**config.mk**
```make
export PLATFORM = sky130hd
export DESIGN_NAME = sterownik_rejestru
export DESIGN_NICKNAME = d
export VERILOG_FILES = /design/src/rtl/sterownik_pkg.sv /design/src/rtl/kolejka_polecen.sv /design/src/rtl/sterownik_rejestru.sv
export SDC_FILE = /design/constraint.sdc
export NUM_CORES = 1
export LEC_CHECK = 0
export BUFFER_PORTS_ARGS = -buffer_cell sky130_fd_sc_hd__buf_2
export CORE_ASPECT_RATIO = 1.25
export CORE_MARGIN = 5
export CORE_UTILIZATION = 62
export DETAILED_ROUTE_END_ITERATION = 12
export PLACE_DENSITY_LB_ADDON = 0.1
export SYNTH_ARGS = -nofsm -noshare
export SYNTH_HDL_FRONTEND = slang
export SYNTH_HIERARCHICAL = 1
export SYNTH_SLANG_ARGS = --single-unit
```
**constraint.sdc**
```tcl
create_clock -name CLK -period 5.7 [get_ports CLK]
set_input_delay 0.855 -clock CLK [delete_from_list [all_inputs] [get_ports CLK]]
set_output_delay 0.855 -clock CLK [all_outputs]
set_load 0.02 [all_outputs]
```
**src/rtl/sterownik_pkg.sv**
```systemverilog
// Shared types for the shift-register command sequencer: operation codes,
// sequencer states and the command record carried through the queue.
package sterownik_pkg;

  // Default geometry of the sequencer and the register it drives
  localparam int WIDTH_DEF      = 4;
  localparam int CNT_W_DEF      = 4;
  localparam int FIFO_DEPTH_DEF = 4;

  // Operation codes double as the register's {S1,S0} mode selects
  typedef enum logic [1:0] {
    OP_HOLD  = 2'b00,
    OP_RIGHT = 2'b01,
    OP_LEFT  = 2'b10,
    OP_LOAD  = 2'b11
  } op_t;

  // Sequencer states
  typedef enum logic [0:0] {
    IDLE = 1'b0,
    RUN  = 1'b1
  } state_t;

  // One queued command at the default geometry, packed as {op, data, len}
  typedef struct packed {
    op_t                  op;
    logic [WIDTH_DEF-1:0] data;
    logic [CNT_W_DEF-1:0] len;
  } cmd_t;

endpackage

```
**src/rtl/kolejka_polecen.sv**
```systemverilog
// Command queue: small synchronous FIFO with registered pointers, a
// combinational head read and a synchronous flush. No fall-through: an
// entry becomes visible at the head on the edge after it is written.
module kolejka_polecen
  import sterownik_pkg::*;
#(
  parameter int DEPTH = FIFO_DEPTH_DEF,
  parameter int DW    = 2 + WIDTH_DEF + CNT_W_DEF
) (
  input  logic          CLK,
  input  logic          RST,
  input  logic          flush,
  input  logic          push,
  input  logic          pop,
  input  logic [DW-1:0] data_in,
  output logic [DW-1:0] data_out,
  output logic          full,
  output logic          empty
);

  localparam int AW = $clog2(DEPTH);

  // NOTE: the storage array has no reset; pointers and count alone define
  // which entries are valid, so stale contents are never observed.
  logic [DW-1:0] mem [DEPTH];
  logic [AW-1:0] wr_ptr;
  logic [AW-1:0] rd_ptr;
  logic [AW:0]   count;
  logic          do_push;
  logic          do_pop;

  // A full queue refuses pushes even if it pops in the same edge
  assign do_push  = push && !full;
  assign do_pop   = pop && !empty;
  assign full     = (count == (AW+1)'(DEPTH));
  assign empty    = (count == '0);
  assign data_out = mem[rd_ptr];

  // Write accepted commands at the tail
  always_ff @(posedge CLK) begin
    if (do_push) begin
      mem[wr_ptr] <= data_in;
    end
  end

  // Pointer and occupancy bookkeeping; reset and flush both empty the queue
  always_ff @(posedge CLK) begin
    // NOTE: state registers use non-blocking assignments so every block
    // sees the pre-edge values regardless of evaluation order.
    if (RST || flush) begin
      wr_ptr <= '0;
      rd_ptr <= '0;
      count  <= '0;
    end else begin
      if (do_push) wr_ptr <= wr_ptr + 1'b1;
      if (do_pop)  rd_ptr <= rd_ptr + 1'b1;
      unique case ({do_push, do_pop})
        2'b10:   count <= count + 1'b1;
        2'b01:   count <= count - 1'b1;
        default: ;
      endcase
    end
  end

endmodule

```
**src/rtl/sterownik_rejestru.sv**
```systemverilog
// Command sequencer for the 4-bit universal shift register. Commands
// {op, data, len} arrive over valid/ready, are queued, and each one drives
// the register's mode selects for max(len,1) consecutive edges before a
// one-cycle DONE pulse. Consecutive commands run back-to-back with no hold
// gap. ABORT flushes everything; reset additionally clears the data bus.
module sterownik_rejestru
  import sterownik_pkg::*;
#(
  parameter int WIDTH      = WIDTH_DEF,
  parameter int CNT_W      = CNT_W_DEF,
  parameter int FIFO_DEPTH = FIFO_DEPTH_DEF
) (
  input  logic             CLK,
  input  logic             RST,
  input  logic             CMD_VALID,
  output logic             CMD_READY,
  input  logic [1:0]       CMD_OP,
  input  logic [WIDTH-1:0] CMD_DATA,
  input  logic [CNT_W-1:0] CMD_LEN,
  input  logic             ABORT,
  output logic             S0,
  output logic             S1,
  output logic [WIDTH-1:0] I,
  output logic             BUSY,
  output logic             DONE
);

  localparam int ENTRY_W = 2 + WIDTH + CNT_W;

  state_t             state;
  op_t                sel;
  logic [CNT_W-1:0]   cnt;

  logic               fifo_push;
  logic               fifo_pop;
  logic               fifo_full;
  logic               fifo_empty;
  logic [ENTRY_W-1:0] fifo_din;
  logic [ENTRY_W-1:0] fifo_dout;

  op_t                head_op;
  logic [WIDTH-1:0]   head_data;
  logic [CNT_W-1:0]   head_len;
  logic [CNT_W-1:0]   head_cnt;

  // A push coinciding with ABORT is dropped; reset drops it inside the queue
  assign fifo_push = CMD_VALID && !ABORT;
  assign fifo_din  = {CMD_OP, CMD_DATA, CMD_LEN};
  assign CMD_READY = !fifo_full;

  // Unpack the head entry; a zero length still applies the op once
  assign head_op   = op_t'(fifo_dout[ENTRY_W-1 -: 2]);
  assign head_data = fifo_dout[CNT_W +: WIDTH];
  assign head_len  = fifo_dout[CNT_W-1:0];
  assign head_cnt  = (head_len == '0) ? '0 : head_len - 1'b1;

  assign {S1, S0}  = sel;

  kolejka_polecen #(
    .DEPTH (FIFO_DEPTH),
    .DW    (ENTRY_W)
  ) u_kolejka (
    .CLK      (CLK),
    .RST      (RST),
    .flush    (ABORT),
    .push     (fifo_push),
    .pop      (fifo_pop),
    .data_in  (fifo_din),
    .data_out (fifo_dout),
    .full     (fifo_full),
    .empty    (fifo_empty)
  );

  // Take the next command when idle or when the current one ends this edge
  always_comb begin
    // NOTE: default first so every path assigns and no latch is inferred.
    fifo_pop = 1'b0;
    if (!RST && !ABORT && !fifo_empty) begin
      if (state == IDLE || cnt == '0) begin
        fifo_pop = 1'b1;
      end
    end
  end

  // Sequencer: registered selects, data, busy/done and remaining-edge count
  always_ff @(posedge CLK) begin
    if (RST) begin
      state <= IDLE;
      sel   <= OP_HOLD;
      I     <= '0;
      cnt   <= '0;
      BUSY  <= 1'b0;
      DONE  <= 1'b0;
    end else if (ABORT) begin
      state <= IDLE;
      sel   <= OP_HOLD;
      cnt   <= '0;
      BUSY  <= 1'b0;
      DONE  <= 1'b0;
    end else begin
      DONE <= 1'b0;
      if (state == RUN && cnt != '0) begin
        cnt <= cnt - 1'b1;
      end else begin
        // Last edge of a running command reports completion
        if (state == RUN) DONE <= 1'b1;
        if (fifo_pop) begin
          sel   <= head_op;
          I     <= head_data;
          cnt   <= head_cnt;
          BUSY  <= 1'b1;
          state <= RUN;
        end else begin
          // Park on hold; I keeps the last command's data
          sel   <= OP_HOLD;
          BUSY  <= 1'b0;
          state <= IDLE;
        end
      end
    end
  end

endmodule

```
==> impl_metrics.json <==
{
  "finalHoldViolCount": 0,
  "fin_ws_ps": 2470,
  "ctsHoldBuffers": 0,
  "ys.flop_type": "edfxtp_1",
  "synth_warnings": 6,
  "wirelength_mm": 4.44,
  "finalSetupTns_ps": 0,
  "initial_core_util_pct": 62.9,
  "wl_per_cell_um": 16.9,
  "place_congestion": 0.790,
  "fmax_mhz": 310,
  "total_power_mw": 0.821,
  "outcome": "complete, no violations",
  "synth_area_leader_cell": "edfxtp_1",
  "drt_first_pass_iters": 4,
  "row_count": 26,
  "netlist_instances": 174,
  "finalCriticalPeriod_ps": 3230,
  "async_flop_share_pct": 0,
  "fin_skew_ps": 7.50,
  "hold_slack_ps": 452,
  "avgSynthCellArea_um2": 14.5,
  "routed-via-count": 1499,
  "p_leak_nw": 0.971,
  "root_buffer": "clkbuf_8",
  "grt_antenna_before_repair": 0,
  "die_h_um": 81.3,
  "synth_fa_ha_area_share_pct": 3.78,
  "relSlewSlack_pct": 53.0,
  "wl_met3_um": 237,
  "setup_violations": 0,
  "crit_path_start_kind": "flip-flop",
  "placed_area_um2": 2680,
  "vdd_drop_max_mv": 0.247,
  "final_cell_mix": "edfxtp_1, buf_2, dfxtp_1",
  "fin_cells": 263,
  "report.final.slew_viol_count": 0,
  "cts_buffers": 9,
  "critPathKind": "flip-flop to flip-flop",
  "fin_nets": 223,
  "grt_max_degree": 14,
  "syn_area_um2": 2520,
  "synth_edf_count": 40,
  "grt_usage_pct": 19.0,
  "crit_buf_inv": 2,
  "wl_met1_mm": 1.79,
  "htree_levels": 3,
  "clkLatencyLatePin_ps": 330,
  "synth_top_family_by_area": "multiplexers",
  "layout_commonest_cell": "edfxtp_1",
  "dieWidth_um": 67.0,
  "top_layer_used": "met4",
  "diodes": 0,
  "p_per_area_nw_per_um2": 289,
  "ant_nets": 0,
  "wl_met2_mm": 2.33,
  "required_ps": 5960,
  "grt_overflow": 0,
  "crit_family": "simple AND/OR/NAND/NOR gates",
  "clkSinkCount": 61,
  "min_period_over_period_pct": 56.7,
  "synth_xor_area_share_pct": 1.39,
  "synth_nets": 195,
  "core-area_um2": 4000,
  "dpl.hpwl_mm": 3.07,
  "dieArea_um2": 5440,
  "clk_pin_slew_ps": 60,
  "ys_ff_latch": 61,
  "vias_per_cell": 5.70,
  "grt_pass1_vias": 1538,
  "synth.top_cell.area_share_pct": 47.7,
  "place_ws_ps": 2390,
  "clockBufferDepth": 2,
  "cts_tree": "built",
  "hp-class": "flip-flop to flip-flop",
  "cap_violations": 0,
  "crit_arrival_ps": 3490,
  "rsz0062_at_grt": "no",
  "grt_pass1_wl_mm": 7.27,
  "yosys.area_share.simple_pct": 9.49,
  "crit_path_end_kind": "flip-flop",
  "synth_cell_types": 42,
  "drive_above_1_share_pct": 27.5,
  "path_max_fanout": 5,
  "utilization_pct": 70.9,
  "synth_mux_area_share_pct": 10.5,
  "drc": 0,
  "drt_iter0_drc": 110,
  "yosys-top-cells-area": "edfxtp_1, dfxtp_1, mux4_2",
  "io_pins": 23,
  "critPathSlowestCell": "or3b_4",
  "placed_cells": 247,
  "max_stage_delay_ps": 430,
  "worst_pin_slew_ps": 705,
  "post_cts.repair.setup_buffers": 0,
  "ys_seq_area_share_pct": 64.4,
  "postLayoutCellArea_um2": 2840,
  "post_cts_resized": 0,
  "cp_cell_sequence": "inv_1 > ha_1 > or3b_4 > and2_2 > nor3_1 > nor2b_1 > ha_1 > inv_1 > fa_1 > xor2_1 > or3_2 > a21oi_1",
  "syn_to_final_growth_pct": 12.6,
  "io_buffers": 22,
  "synth_compound_area_share_pct": 7.55
}
==> sequential cells by signal (all words and copies together), names as in the netlist, 2 cells and up, named ones only <==
| register | cells |
|---|---|
| u_kolejka/mem | 40 |
| u_kolejka/wr_ptr | 2 |
| u_kolejka/count | 3 |
| I | 4 |
| cnt | 4 |
| sel | 2 |
| u_kolejka/rd_ptr | 2 |
==> worst min-delay path, stage by stage (launching register included) <==
cell and delay (ps):
dfxtp_1 310, nand2_1 50, a21oi_1 50
==> report_power, final <==
part / internal [mW] / switching, mW
sequential: 0.477 / 0.00250
clock: 0.150 / 0.156
combinational: 0.0143 / 0.0215
==> cells by family after synthesis <==
group	Yosys count
XOR/XNOR	4
adder cells (fa/ha/maj)	7
AND/OR/NAND/NOR	43
flip-flops	61
multiplexers	14
buffers and inverters	18
AO/OA/AOI/OAI	27
==> worst paths after layout <==
path | from | endpoint | slack, ps | cells after the start
worst max-delay path | cnt[0] | u_kolejka/count[2] | 2470 | 12
worst max register to register | cnt[0] | u_kolejka/count[2] | 2470 | 12
worst min-delay path | sel[0] | sel[0] | 450 | 2
worst min register to register | sel[0] | sel[0] | 450 | 2
==> cell usage after synthesis (all sizes together) (2+ instances only) <==
master / number
edfxtp: 40
dfxtp: 21
inv: 12
nor2: 12
a21oi: 10
mux4: 10
ha: 6
nand2: 6
nor3: 5
o21ai: 5
and3: 4
mux2i: 4
buf: 3
clkbuf: 3
nand3: 3
o31ai: 3
xor2: 3
a211oi: 2
and2: 2
nor2b: 2
or2: 2
or3: 2
or3b: 2
or4b: 2
==> routing by layer <==
layer,global-route usage [%],vias up
li1,-,712
met3,7.05,6
met5,0,-
met4,7.91,0
met2,31.2,42
met1,22.4,739
==> area by class of cell <==
type	instances	area, µm²
timing repair buffer	23	118
tap	56	70.1
multi-input combinational	95	825
fill	285	1170
inverter	12	45.0
clock inverter	7	32.5
clock buffer	9	124
sequential	61	1620
Power figures use the tool's default switching activity.
